## src/rtl/flappy_io_pkg.sv

```systemverilog
// Shared constants and types for the flappy input port: register offsets,
// status word bit positions and the button index order.
package flappy_io_pkg;

  // Word offsets from BASE_ADDR
  localparam int unsigned STATUS_OFS    = 0;
  localparam int unsigned CNT_UP_OFS    = 1;
  localparam int unsigned CNT_DOWN_OFS  = 2;
  localparam int unsigned CNT_RIGHT_OFS = 3;
  localparam int unsigned CNT_LEFT_OFS  = 4;

  // Status word layout
  localparam int unsigned LVL_LSB  = 0;
  localparam int unsigned FLAG_LSB = 4;
  localparam int unsigned COL_BIT  = 8;

  localparam int unsigned NUM_BTN = 4;

  typedef enum logic [1:0] {
    BTN_UP,
    BTN_DOWN,
    BTN_RIGHT,
    BTN_LEFT
  } btn_e;

endpackage

```

## src/rtl/flappy_input_port_if.sv

```systemverilog
// Processor read port into the flappy input peripheral.
interface flappy_input_port_if;

  logic        rd_en;
  logic [11:0] rd_addr;
  logic [31:0] rd_data;
  logic        rd_hit;

  modport master (
    output rd_en,
    output rd_addr,
    input  rd_data,
    input  rd_hit
  );

  modport slave (
    input  rd_en,
    input  rd_addr,
    output rd_data,
    output rd_hit
  );

endinterface

```

## src/rtl/button_debouncer.sv

```systemverilog
// One push-button: 2-FF synchroniser, counting debouncer and a single-cycle
// pulse on the debounced 0->1 transition.
module button_debouncer #(
  parameter int unsigned DEBOUNCE_CYCLES = 1000000
) (
  input  logic clock,
  input  logic reset,
  input  logic raw,
  output logic level,
  output logic press
);

  localparam int unsigned CW = (DEBOUNCE_CYCLES > 1) ? $clog2(DEBOUNCE_CYCLES) : 1;
  localparam logic [CW-1:0] CNT_MAX = CW'(DEBOUNCE_CYCLES - 1);

  typedef enum logic {
    ST_LOW,
    ST_HIGH
  } state_e;

  logic [1:0]    sync_q;
  logic          synced;
  state_e        state_q;
  logic [CW-1:0] cnt_q;

  // Bring the asynchronous button into the clock domain
  always_ff @(posedge clock or posedge reset) begin
    if (reset) begin
      sync_q <= 2'b00;
    end else begin
      sync_q <= {sync_q[0], raw};
    end
  end

  assign synced = sync_q[1];

  // Debounce FSM: the state is the debounced level; a full run of mismatching
  // samples flips it, any agreeing sample restarts the run
  always_ff @(posedge clock or posedge reset) begin
    if (reset) begin
      state_q <= ST_LOW;
      cnt_q   <= '0;
    end else if (synced == (state_q == ST_HIGH)) begin
      cnt_q <= '0;
    end else if (cnt_q == CNT_MAX) begin
      state_q <= (state_q == ST_HIGH) ? ST_LOW : ST_HIGH;
      cnt_q   <= '0;
    end else begin
      cnt_q <= cnt_q + 1'b1;
    end
  end

  assign level = (state_q == ST_HIGH);
  // High in the cycle whose closing edge raises the level
  assign press = (state_q == ST_LOW) && synced && (cnt_q == CNT_MAX);

endmodule

```

## src/rtl/flappy_input_port.sv

```systemverilog
// Memory-mapped input peripheral: debounced buttons, sticky press/collision
// flags with read-to-clear, press counters and a registered read port.
module flappy_input_port
  import flappy_io_pkg::*;
#(
  parameter logic [11:0] BASE_ADDR       = 12'hFF0,
  parameter int unsigned DEBOUNCE_CYCLES = 1000000,
  parameter int unsigned CNT_W           = 16
) (
  input  logic                clock,
  input  logic                reset,
  input  logic                up,
  input  logic                down,
  input  logic                right,
  input  logic                left,
  input  logic                collided,
  flappy_input_port_if.slave  bus,
  output logic                event_pending
);

  logic [NUM_BTN-1:0] raw_btn;
  logic [NUM_BTN-1:0] level;
  logic [NUM_BTN-1:0] press;

  logic [NUM_BTN-1:0] flag_q;
  logic               col_q;
  logic               col_d_q;
  logic               col_evt;
  logic [CNT_W-1:0]   cnt_q [NUM_BTN];

  logic [11:0] ofs;
  logic        clr;
  logic [31:0] status;
  logic [31:0] rd_word;
  logic        hit;
  logic [31:0] rd_data_q;
  logic        rd_hit_q;

  assign raw_btn = {left, right, down, up};

  for (genvar i = 0; i < NUM_BTN; i++) begin : g_btn
    button_debouncer #(
      .DEBOUNCE_CYCLES(DEBOUNCE_CYCLES)
    ) u_deb (
      .clock(clock),
      .reset(reset),
      .raw  (raw_btn[i]),
      .level(level[i]),
      .press(press[i])
    );
  end

  assign col_evt = collided & ~col_d_q;
  assign ofs     = bus.rd_addr - BASE_ADDR;
  assign clr     = bus.rd_en && (ofs == 12'(STATUS_OFS));

  // Assemble the status word from live levels and sticky flags
  always_comb begin
    status                   = '0;
    status[LVL_LSB +: 4]     = level;
    status[FLAG_LSB +: 4]    = flag_q;
    status[COL_BIT]          = col_q;
  end

  // Read address decode
  always_comb begin
    rd_word = '0;
    hit     = 1'b1;
    case (ofs)
      12'(STATUS_OFS):    rd_word = status;
      12'(CNT_UP_OFS):    rd_word[CNT_W-1:0] = cnt_q[BTN_UP];
      12'(CNT_DOWN_OFS):  rd_word[CNT_W-1:0] = cnt_q[BTN_DOWN];
      12'(CNT_RIGHT_OFS): rd_word[CNT_W-1:0] = cnt_q[BTN_RIGHT];
      12'(CNT_LEFT_OFS):  rd_word[CNT_W-1:0] = cnt_q[BTN_LEFT];
      default:            hit = 1'b0;
    endcase
  end

  // Sticky flags and counters; a new event in the clearing cycle survives
  always_ff @(posedge clock or posedge reset) begin
    if (reset) begin
      flag_q  <= '0;
      col_q   <= 1'b0;
      col_d_q <= 1'b0;
      for (int i = 0; i < NUM_BTN; i++) cnt_q[i] <= '0;
    end else begin
      col_d_q <= collided;
      if (clr) begin
        flag_q <= press;
        col_q  <= col_evt;
      end else begin
        flag_q <= flag_q | press;
        col_q  <= col_q | col_evt;
      end
      for (int i = 0; i < NUM_BTN; i++) begin
        if (press[i]) cnt_q[i] <= cnt_q[i] + 1'b1;
      end
    end
  end

  // Registered read port; data holds between reads
  always_ff @(posedge clock or posedge reset) begin
    if (reset) begin
      rd_data_q <= '0;
      rd_hit_q  <= 1'b0;
    end else if (bus.rd_en) begin
      rd_data_q <= rd_word;
      rd_hit_q  <= hit;
    end else begin
      rd_hit_q  <= 1'b0;
    end
  end

  assign bus.rd_data   = rd_data_q;
  assign bus.rd_hit    = rd_hit_q;
  assign event_pending = (|flag_q) | col_q;

endmodule

```

## src/flat_wrapper.sv

```systemverilog
// flat-port wrapper written by rule: the top's interface ports become plain ports
module flappy_input_port_flat import flappy_io_pkg::*;
#(
  parameter logic [11:0] BASE_ADDR       = 12'hFF0,
  parameter int unsigned DEBOUNCE_CYCLES = 1000000,
  parameter int unsigned CNT_W           = 16
)
  (clock, reset, up, down, right, left, collided, event_pending, bus_rd_en, bus_rd_addr, bus_rd_data, bus_rd_hit);
  flappy_input_port_if bus_i ();
  input  logic clock;
  input  logic reset;
  input  logic up;
  input  logic down;
  input  logic right;
  input  logic left;
  input  logic collided;
  output logic event_pending;
  input wire logic [$bits(bus_i.rd_en)-1:0] bus_rd_en;
  input wire logic [$bits(bus_i.rd_addr)-1:0] bus_rd_addr;
  output wire logic [$bits(bus_i.rd_data)-1:0] bus_rd_data;
  output wire logic [$bits(bus_i.rd_hit)-1:0] bus_rd_hit;
  assign bus_i.rd_en = bus_rd_en;
  assign bus_i.rd_addr = bus_rd_addr;
  assign bus_rd_data = bus_i.rd_data;
  assign bus_rd_hit = bus_i.rd_hit;
  flappy_input_port #(.BASE_ADDR(BASE_ADDR), .DEBOUNCE_CYCLES(DEBOUNCE_CYCLES), .CNT_W(CNT_W)) u_core (.clock(clock), .reset(reset), .up(up), .down(down), .right(right), .left(left), .collided(collided), .bus(bus_i), .event_pending(event_pending));
endmodule
```

## config.mk

```make
export PLATFORM = sky130hd
export DESIGN_NAME = flappy_input_port_flat
export DESIGN_NICKNAME = d
export VERILOG_FILES = /design/src/rtl/flappy_io_pkg.sv /design/src/rtl/flappy_input_port_if.sv /design/src/rtl/button_debouncer.sv /design/src/rtl/flappy_input_port.sv /design/src/flat_wrapper.sv
export SDC_FILE = /design/constraint.sdc
export NUM_CORES = 1
export LEC_CHECK = 0
export ABC_AREA = 1
export CAP_MARGIN = 40
export CORE_ASPECT_RATIO = 0.7
export CORE_UTILIZATION = 32
export DETAILED_ROUTE_END_ITERATION = 10
export SYNTH_ARGS = -nofsm -noshare
export SYNTH_HDL_FRONTEND = slang
export SYNTH_SLANG_ARGS = --single-unit
```

## constraint.sdc

```tcl
create_clock -name clock -period 7 [get_ports clock]
set_input_delay 1.05 -clock clock [delete_from_list [all_inputs] [get_ports clock]]
set_output_delay 1.05 -clock clock [all_outputs]
set_load 0.005 [all_outputs]
```

==> impl_results.md, run 1 <==
* # nets final at between 1000 and 1500
* Crit. End Element: flop
* Post CTS Setup Buffer Count at 0
* Die area at 32670 µm²
* Setup Viol. Count Final at 0
* Hold buffers post-CTS at 0
* Core Area at about 31000 µm²
* Worst EP arrival at 3.35 ns
* Maximum clock rate at roughly 330 MHz
* Initial Util at between 30% and 40%
* Setup_tns at 0 ns
* Tot GR Track Use at 16.30%
* Register area share after synthesis at a little over two fifths
* Gpl congestion at slightly below 0.9
* R2r worst-path depth at 7
* Hold path cells at 0
* Area Growth Syn to Fin at 12.97%
* Largest net degree at the start of global routing at between 70 and 80
* Post-synth ARST share at 100.0%
* EDFF count, synth at 0
* Root Driver: clkbuf_16
* Slew of the pin with the lowest slew margin at 0.9163 ns
* Tmin final at 3.040 ns
* Ant diodes at 0
* Outcome: finished clean
* Number of max-cap violations at 0
* Final ANT Viol Nets at 0
* Initial drt markers at 727
* Pwr dens at 180.6 nW/µm²
* Crit-path max FO at 18
* Total CTS buffers at 17
* Clk buf depth at 2
* Syn Area/Cell at roughly 7.5 µm²
* WS Path Type: input pin to flop
* Cell Area, Synth at between 10000 and 15000 µm²
* Layout cells sized above 1 at under 10%
* First-pass detailed-route iteration total at 5
* Post-Synthesis Cells at approximately 1400
* Total chip power at about 0.0021 W
* HPWL after detailed placement at 18490 µm
* R2R setup slack at about 4.8 ns
* Global-route wire length before repair at between 40000 and 50000 µm
* Vias in the first global route at roughly 8100
* Die height at between 150 and 200 µm
* H-tree Lvls at 4
* Hold crit path type: flop to flop
* Worst hold endpoint: u_core.g_btn[1].u_deb.sync_q[1]
* Final-report hold violation count at 0
* Slew HR at ~39%
* Io pins at 54
* Clock Pin Slew Worst Setup and Hold Paths at approximately 0.07 ns
* Clk_lat worst skew at about 0.45 ns
* P_leak at around 5.2 nW
* # rows at 54
* Post-DR wirelength/cell at approximately 14 µm
* Vias/cell at 4.787
* FF+latch area at approximately 4500 µm²
* Post-synth cell types at 39
* RR Startpoint: u_core.g_btn[2].u_deb.cnt_q[15]
* Chip Width at between 200 and 250 µm
* Yosys warnings at 0
* Initial antenna violation count at 0
* CTS tree: yes
* Grt ovf at 0
* #FFs+latches synth at between 150 and 200
* Top FF cell, synth: dfrtp_1
* Critical Path RT at 7.31 ns
* Vias after detailed routing at 8760
* Worst VDD drop at approximately 180 µV
* CP startpoint kind: input pin
* Max-slew violation count at 0
* Post-CTS sizing at 0
* FF-to-FF End: u_core.cnt_q[27]
* RSZ-0062 raised after global routing: false
* Fin crit share at between 40% and 50%
* Area of the multi-input gates at approximately 5000 µm²
* Total Routed Length at ~25000 µm
* Port Buf Inserts at 37
* HP Start: u_core.g_btn[1].u_deb.sync_q[0]
* Filler Cell Count at approximately 3300
* Remaining routing DRC violations at 0
* Skew final at about 0.01 ns
* Clock Sinks at around 180
-- registers in the layout, summed over array words and instances, names as in the netlist, 4 cells and up --
signal and flops:
u_core.bus.rd_data 16, u_core.cnt_q 64, u_core.flag_q 4, u_core.g_btn.u_deb.cnt_q 80, u_core.g_btn.u_deb.level 4, u_core.g_btn.u_deb.sync_q 8
-- worst max-delay path by stage --
stage / start / endpoint / slack [ns] / cells past startpoint
after detailed placement: bus_rd_en / u_core.flag_q[2] / 3.56 / 4
final: bus_rd_en / u_core.flag_q[0] / 3.96 / 4
after CTS: bus_rd_en / u_core.flag_q[1] / 4.04 / 4
after floorplan: reset / u_core.bus.rd_data[0] / 1.09 / 1
after global placement: bus_rd_en / u_core.flag_q[2] / 3.60 / 4
after global routing: bus_rd_en / u_core.flag_q[1] / 3.80 / 4
-- cell usage in the layout (no fill, tap or decap), drive strengths merged, types with 2 or more instances in the layout --
cell type / n
dfrtp: 179
nand2: 400
and2: 3
bufinv: 2
ha: 12
nor3: 69
o21a: 3
clkbuf: 22
xor2: 59
inv: 149
nand3: 132
conb: 16
nand4: 32
xnor2: 25
nor2: 158
o21ai: 49
clkinv: 3
nor4: 10
a31oi: 2
clkinvlp: 5
nand3b: 3
nor3b: 4
clkdlybuf4s50: 37
a21oi: 29
buf: 3
-- worst max-delay path, stage by stage --
cell and delay (ns):
clkdlybuf4s50_1 0.92, clkinv_1 0.73, nor2_1 0.49, o21ai_0 0.15
-- cell families (layout without fill, tap and decap cells) --
group           after synthesis  in the layout  synth area share (%)
flops                       179            179                 43.82
buf+inv                     189            221                 8.188
compound gates               86             86                 4.517
fa+ha+maj                    12             12                 1.469
simple gates                812            812                 34.77
xor+xnor                     84             84                 7.197
other cells                   1             16               0.03668
-- routing by layer --
| layer | vias up | GRT usage, % | share of wire (%) |
|---|---|---|---|
| li1 | 4415 | - | - |
| met1 | 4108 | 25.12 | 54 |
| met2 | 219 | 22.36 | 39 |
| met3 | 18 | 3.613 | 5.5 |
| met4 | 0 | 4.539 | 1.0 |
| met5 | - | 0 | 0 |
-- per-stage QoR --
step | hold WS [ns] | worst slack [ns] | instances | instance area, µm² | utilization, %
3_5_place_dp | 0.3347 | 3.558 | 1798 | 10970 | 35.07
2_1_floorplan | 0.3312 | 1.091 | 1378 | 10280 | -
3_3_place_gp | 0.3329 | 3.603 | 1796 | 10920 | 34.89
6_report | 0.3487 | 3.960 | 1830 | 11550 | 36.92
5_1_grt | 0.3616 | 3.801 | 1830 | 11550 | 36.92
4_1_cts | 0.3505 | 4.045 | 1830 | 11550 | 36.92
-- final cells by class --
class | instances | share of cell area, %
clock buffer | 22 | 3.933
tap | 420 | 4.550
clock inverter | 10 | 1.073
multi-input combinational | 1010 | 42.99
timing repair buffer | 40 | 3.749
inverter | 149 | 4.919
sequential | 179 | 38.79
-- report_power, final --
| part | internal, W | leakage, nW | total [W] | switching, W |
|---|---|---|---|---|
| Combinational | 0.0000231 | 2.47 | 0.0000744 | 0.0000513 |
| Clock | 0.000538 | 0.264 | 0.000962 | 0.000424 |
| Sequential | 0.00104 | 2.44 | 0.00105 | 0.00000630 |
| Total | 0.00160 | 5.18 | 0.00209 | 0.000481 |
-- cells in the mapped netlist, drive strengths merged, types with 4 or more instances --
library cell,instances,area [µm²]
nand2,400,1514
dfrtp,179,4479
nor2,158,608.1
inv,146,548.0
nand3,132,670.6
nor3,69,375.4
xor2,59,516.8
o21ai,49,260.3
buf,37,265.3
nand4,32,219.0
a21oi,29,145.1
xnor2,25,219.0
ha,12,150.1
nor4,10,90.08
nor3b,4,30.03
Power figures use the tool's default switching activity.
==> run 2: changes to the inputs <==
- clock period: 7 -> 2.9 ns (I/O delays scaled with it)
==> run 2 against run 1 <==
Effect of this change: first-iteration DRC count is 4.0% higher; routed wire length is 2.3% higher; sequential share of layout area is 0.34 points lower.
==> impl_results.md, run 2 (synthesis gave the netlist of run 1 again) <==
* Outcome: finished clean (unchanged)
* Worst VDD drop at 282.9 µV (was 177.4 µV)
* Die area at 32670 µm² (unchanged)
* Post CTS Setup Buffer Count at 0 (unchanged)
* Tmin final at roughly 2.2 ns
* Core Area at 31280 µm² (unchanged)
* Register bank with the most flops: u_core.g_btn.u_deb.cnt_q (unchanged)
* Initial drt markers at 756 (was 727)
* Clk buf depth at 2 (unchanged)
* Area Growth Syn to Fin at 13.97% (was 12.97%)
* Grt ovf at 0 (unchanged)
* Slew HR at 43.57% (was 38.69%)
* Hold buffers post-CTS at 0 (unchanged)
* Number of max-cap violations at 0 (unchanged)
* Layout cells sized above 1 at 5.360% (was 4.681%)
* Worst EP arrival at 2.47 ns (was 3.35 ns)
* Critical Path RT at 3.21 ns (was 7.31 ns)
* Commonest non-fill, non-tap cell in the layout: nand2_1 (unchanged)
* R2r worst-path depth at 8 (was 7)
* Clock Pin Slew Worst Setup and Hold Paths at 0.07 ns (about the same)
* Clock Sinks at 179 (unchanged)
* Vias after detailed routing at 8881 (was 8760)
* Global-route wire length before repair at 42330 µm (was 42420 µm)
* Vias/cell at 4.832 (was 4.787)
* Ant diodes at 0 (unchanged)
* CP startpoint kind: flop (was input pin)
* Slew of the pin with the lowest slew margin at 0.8387 ns (was 0.9163 ns)
* Vias in the first global route at 8005 (was 8136)
* P_leak at 5.250 nW (was 5.181 nW)
* RSZ-0062 raised after global routing: false (unchanged)
* Place WS at 0.3673 ns (was 3.558 ns)
* Chip Width at 215.6 µm (unchanged)
* Port Buf Inserts at 37 (unchanged)
* Crit-path max FO at 18 (unchanged)
* Post-CTS sizing at 0 (unchanged)
* Gpl congestion at 0.8990 (was 0.8694)
* Die height at 151.5 µm (unchanged)
* Setup_tns at 0 ns (unchanged)
* Setup Viol. Count Final at 0 (unchanged)
* Initial antenna violation count at 0 (unchanged)
* Maximum clock rate at 463.0 MHz
* Tot GR Track Use at 16.21% (was 16.30%)
* Max-slew violation count at 0 (unchanged)
* Root Driver: clkbuf_16 (unchanged)
* CTS tree: yes (unchanged)
* H-tree Lvls at 4 (unchanged)
* Most frequent cells in the layout: nand2_1 (394), dfrtp_1 (179), nor2_1 (152), inv_1 (142), nand3_1 (130) (unchanged)
* Total CTS buffers at 17 (unchanged)
* Initial Util at 32.68% (unchanged)
* Final-report hold violation count at 0 (unchanged)
* Fin crit share at between 70% and 80%
* Final ANT Viol Nets at 0 (unchanged)
* Skew final at 0.01292 ns (was 0.01014 ns)
* Total Routed Length at 25390 µm (was 24830 µm)
* Crit. End Element: flop (unchanged)
* Max FFs per register at 80 (unchanged)
* Hold crit path type: flop to flop (unchanged)
* Largest net degree at the start of global routing at 65 (was 78)
* Post-DR wirelength/cell at 13.81 µm (was 13.57 µm)
* Remaining routing DRC violations at 0 (unchanged)
* First-pass detailed-route iteration total at 5 (unchanged)
* HPWL after detailed placement at 18930 µm (was 18490 µm)
* Hold path cells at 0 (unchanged)
* Final setup margin at 0.7402 ns (was 3.960 ns)
* # nets final at 1437 (was 1429)
* # rows at 54 (unchanged)
* Pwr dens at 452.6 nW/µm² (was 180.6 nW/µm²)
* Io pins at 54 (unchanged)
* Clk_lat worst skew at 0.45 ns (about the same)
* WS Path Type: flop to flop (was input pin to flop)
run 2: through the flow:
stage / hold WS [ns] / cells / instance area, µm² / util, % / power [W]
3_3_place_gp: 0.3323 / 1806 / 11010 / 35.20 / 0.002765
5_1_grt: 0.3615 / 1838 / 11650 / 37.24 / 0.005492
3_5_place_dp: 0.3457 / 1806 / 11010 / 35.20 / 0.002769
4_1_cts: 0.3593 / 1838 / 11650 / 37.24 / 0.005349
6_report: 0.3570 / 1838 / 11650 / 37.24 / 0.005273
2_1_floorplan: 0.3312 / 1378 / 10280 / - / 0.002704
run 2: layout make-up:
cell class	count	area, µm²
timing repair buffer	48	478.0
clock buffer	19	432.9
fill	3222	19630
sequential	179	4479
multi-input combinational	1010	4965
inverter	149	564.3
tap	420	525.5
clock inverter	13	205.2
run 2: power breakdown:
group / switching (W) / internal [W] / leakage [nW] / total, W
logic: 0.000126 / 0.0000584 / 2.50 / 0.000185
registers: 0.0000156 / 0.00252 / 2.44 / 0.00253
clock network: 0.00103 / 0.00153 / 0.304 / 0.00256
run 2: routing by layer:
metal,share of wire [%],global-route usage [%]
met2,40,22.56
met4,0.79,3.404
met3,6.2,3.693
met5,0,0
met1,53,25.05
run 2: worst paths after layout:
| path | to | startpoint | slack [ns] |
|---|---|---|---|
| worst max-delay path | u_core.cnt_q[57] | u_core.g_btn[0].u_deb.cnt_q[0] | 0.74 |
| worst min-delay path | u_core.g_btn[0].u_deb.sync_q[1] | u_core.g_btn[0].u_deb.sync_q[0] | 0.36 |
| worst max register to register | u_core.cnt_q[57] | u_core.g_btn[0].u_deb.cnt_q[0] | 0.74 |
| worst min register to register | u_core.g_btn[0].u_deb.sync_q[1] | u_core.g_btn[0].u_deb.sync_q[0] | 0.36 |
| max in group asynchronous | u_core.g_btn[2].u_deb.cnt_q[13] | reset | 1.79 |
| min in group asynchronous | u_core.g_btn[3].u_deb.cnt_q[7] | reset | 0.38 |
run 2: critical path, stage by stage (launching register included):
cell and delay (ns):
dfrtp_1 0.44, ha_1 0.19, nand2_1 0.11, nor2_2 0.14, nand2_1 0.09, nor3_2 0.20
nand3_2 0.34, inv_2 0.37, o21ai_0 0.14
==> run 3: changes to the inputs <==
- clock period: 2.9 -> 2.1 ns (I/O delays scaled with it)
==> run 3 against run 2 <==
Effect of this change: utilization up 0.78 points; sequential cell count is the same; register-to-register slack got worse by 0.50 ns; setup slack worse by 0.60 ns; worst hold slack lost 0.065 ns; combinational power grew 55%; clock-buffer cell count stayed put; sequential share of layout area shrank 0.78 points; critical endpoint is now event_pending; largest power group is now registers.
==> impl_results.md, run 3 (synthesis gave the netlist of run 1 again) <==
* Clk_lat worst skew at 0.44 ns (was 0.45 ns)
* Initial drt markers at 847 (was 756)
* Die height at 151.5 µm (unchanged)
* CTS tree: yes (unchanged)
* # rows at 54 (unchanged)
* Net Switching at 0.001655 W (was 0.001169 W)
* Clock share of power at 47.2% (was 48.5%)
* Maximum clock rate at 510.9 MHz
* Ant diodes at 0 (unchanged)
* CP startpoint kind: flop (unchanged)
* P_leak at 5.392 nW (was 5.250 nW)
* Final setup margin at 0.1426 ns (was 0.7402 ns)
* Number of max-cap violations at 0 (unchanged)
* Vias after detailed routing at 8901 (was 8881)
* Worst VDD drop at 411.8 µV (was 282.9 µV)
* Core Area at 31280 µm² (unchanged)
* Area Growth Syn to Fin at 16.34% (was 13.97%)
* Switching share of total power at 23.10% (was 22.18%)
* Slew of the pin with the lowest slew margin at 0.5866 ns (was 0.8387 ns)
* Gate power share at 4.0% (was 3.5%)
* Critical Path RT at 1.78 ns (was 3.21 ns)
* Vias/cell at 4.780 (was 4.832)
* RSZ-0062 raised after global routing: false (unchanged)
* WHS at 0.2922 ns (was 0.3570 ns)
* Layout cells sized above 1 at 7.143% (was 5.360%)
* Max-slew violation count at 0 (unchanged)
* Clock Pin Slew Worst Setup and Hold Paths at 0.07 ns (about the same)
* Register bank with the most flops: u_core.g_btn.u_deb.cnt_q (unchanged)
* Post-DR wirelength/cell at 13.73 µm (was 13.81 µm)
* # nets final at 1461 (was 1437)
* First-pass detailed-route iteration total at 8 (was 5)
* Hold buffers post-CTS at 0 (unchanged)
* Global-route wire length before repair at 42700 µm (was 42330 µm)
* Total CTS buffers at 17 (unchanged)
* Io pins at 54 (unchanged)
* Vias in the first global route at 8013 (was 8005)
* Worst EP arrival at 1.64 ns (was 2.47 ns)
* Pwr dens at 602.3 nW/µm² (was 452.6 nW/µm²)
* Initial Util at 32.68% (unchanged)
* Hold crit path type: input pin to async pin (was flop to flop)
* Clock Sinks at 179 (unchanged)
* Commonest non-fill, non-tap cell in the layout: nand2_1 (unchanged)
* Initial antenna violation count at 0 (unchanged)
* Most frequent cells in the layout: nand2_1 (394), dfrtp_1 (179), nor2_1 (152), inv_1 (142), nand3_1 (129) (was nand2_1 (394), dfrtp_1 (179), nor2_1 (152), inv_1 (142), nand3_1 (130))
* Crit. End Element: output port (was flop)
* Gpl congestion at 0.9136 (was 0.8990)
* Max FFs per register at 80 (unchanged)
* Final-report hold violation count at 0 (unchanged)
* Tot GR Track Use at 16.51% (was 16.21%)
* Outcome: finished clean (unchanged)
* Post CTS Setup Buffer Count at 0 (unchanged)
* Root Driver: clkbuf_16 (unchanged)
* Slew HR at 60.81% (was 43.57%)
* Skew final at 0.01068 ns (was 0.01292 ns)
* H-tree Lvls at 4 (unchanged)
* Pint at 0.005509 W (was 0.004104 W)
* Total Routed Length at 25560 µm (was 25390 µm)
* Tmin final at roughly 2 ns
* Remaining routing DRC violations at 0 (unchanged)
* Largest net degree at the start of global routing at 37 (was 65)
* Sequential Power Share at 48.8% (was 48.0%)
* Setup Viol. Count Final at 0 (unchanged)
* Clk buf depth at 2 (unchanged)
* WS Path Type: flop to output port (was flop to flop)
* Fin crit share at 93.21%
* Crit-path max FO at 3 (was 18)
* Place WS at 0.06961 ns (was 0.3673 ns)
* Die area at 32670 µm² (unchanged)
* Chip Width at 215.6 µm (unchanged)
* Grt ovf at 0 (unchanged)
* Final ANT Viol Nets at 0 (unchanged)
* Port Buf Inserts at 37 (unchanged)
* HPWL after detailed placement at 19570 µm (was 18930 µm)
run 3: changes by cell type in the layout (fill, tap and decap cells not counted):
cell,previous run,this run
bufinv_16,5,3
clkinvlp_4,4,2
clkbuf_1,2,1
clkinv_2,4,2
clkbuf_8,0,1
buf_4,9,27
clkinv_4,0,2
nand3_1,130,129
nand3_2,2,3
buf_12,2,8
inv_6,2,6
nor3_1,63,62
nor3_2,6,7
run 3: timing repair:
action | in CTS | in global routing
setup endpoints to repair | 0 | 1
endpoints found under the hold margin | 0 | 0
resized for setup | 0 | 2
run 3: per-stage QoR:
stage / utilization (%) / cell area, µm² / total power, W / std cells / setup TNS [ns]
after floorplan: - / 10280 / 0.003734 / 1378 / -91.22
after global routing: 38.02 / 11890 / 0.007456 / 1862 / 0
after global placement: 36.02 / 11270 / 0.003850 / 1830 / 0
final: 38.02 / 11890 / 0.007163 / 1862 / 0
after CTS: 37.99 / 11880 / 0.007273 / 1862 / 0
after detailed placement: 36.02 / 11270 / 0.003853 / 1830 / 0
run 3: routing by layer:
layer	global-route usage (%)	vias up	part of all wire, %
li1	-	4474	-
met4	3.050	0	0.65
met2	22.27	212	39
met5	0	-	0
met3	4.172	15	5.9
met1	25.97	4200	55
run 3: critical path, cell delays in order (launching register included):
cell and delay (ns):
dfrtp_1 0.41, nor3_2 0.22, nand3_2 0.11, clkdlybuf4s50_1 0.46
run 3: path summary, 6_finish.rpt:
| check | from | endpoint | slack [ns] | depth (start not counted) |
|---|---|---|---|---|
| setup / recovery | u_core.flag_q[0] | event_pending | 0.14 | 3 |
| hold reg to reg | u_core.g_btn[3].u_deb.sync_q[0] | u_core.g_btn[3].u_deb.sync_q[1] | 0.35 | 0 |
| setup reg to reg | u_core.g_btn[1].u_deb.cnt_q[0] | u_core.g_btn[1].u_deb.cnt_q[17] | 0.24 | 8 |
| min in group clock | left | u_core.g_btn[3].u_deb.sync_q[0] | 0.31 | 1 |
| max in group asynchronous | reset | u_core.g_btn[0].u_deb.cnt_q[16] | 1.23 | 3 |
| hold / removal | reset | u_core.g_btn[3].u_deb.sync_q[0] | 0.29 | 2 |
run 3: cell type report:
type                            instances  area (µm²)
Fill cell                            3219       19390
Multi-Input combinational cell       1010        4975
Sequential cell                       179        4479
Timing Repair Buffer                   72       733.2
Inverter                              149       564.3
Tap cell                              420       525.5
Clock buffer                           19       442.9
Clock inverter                         13       172.7
run 3: power groups by stage:
stage	sequential, W	clock [W]	combinational, W
after global placement	0.00356	0	0.000291
after global routing	0.00349	0.00363	0.000331
after CTS	0.00349	0.00349	0.000294
after detailed placement	0.00356	0	0.000293
final	0.00349	0.00338	0.000286
after floorplan	0.00356	0	0.000178
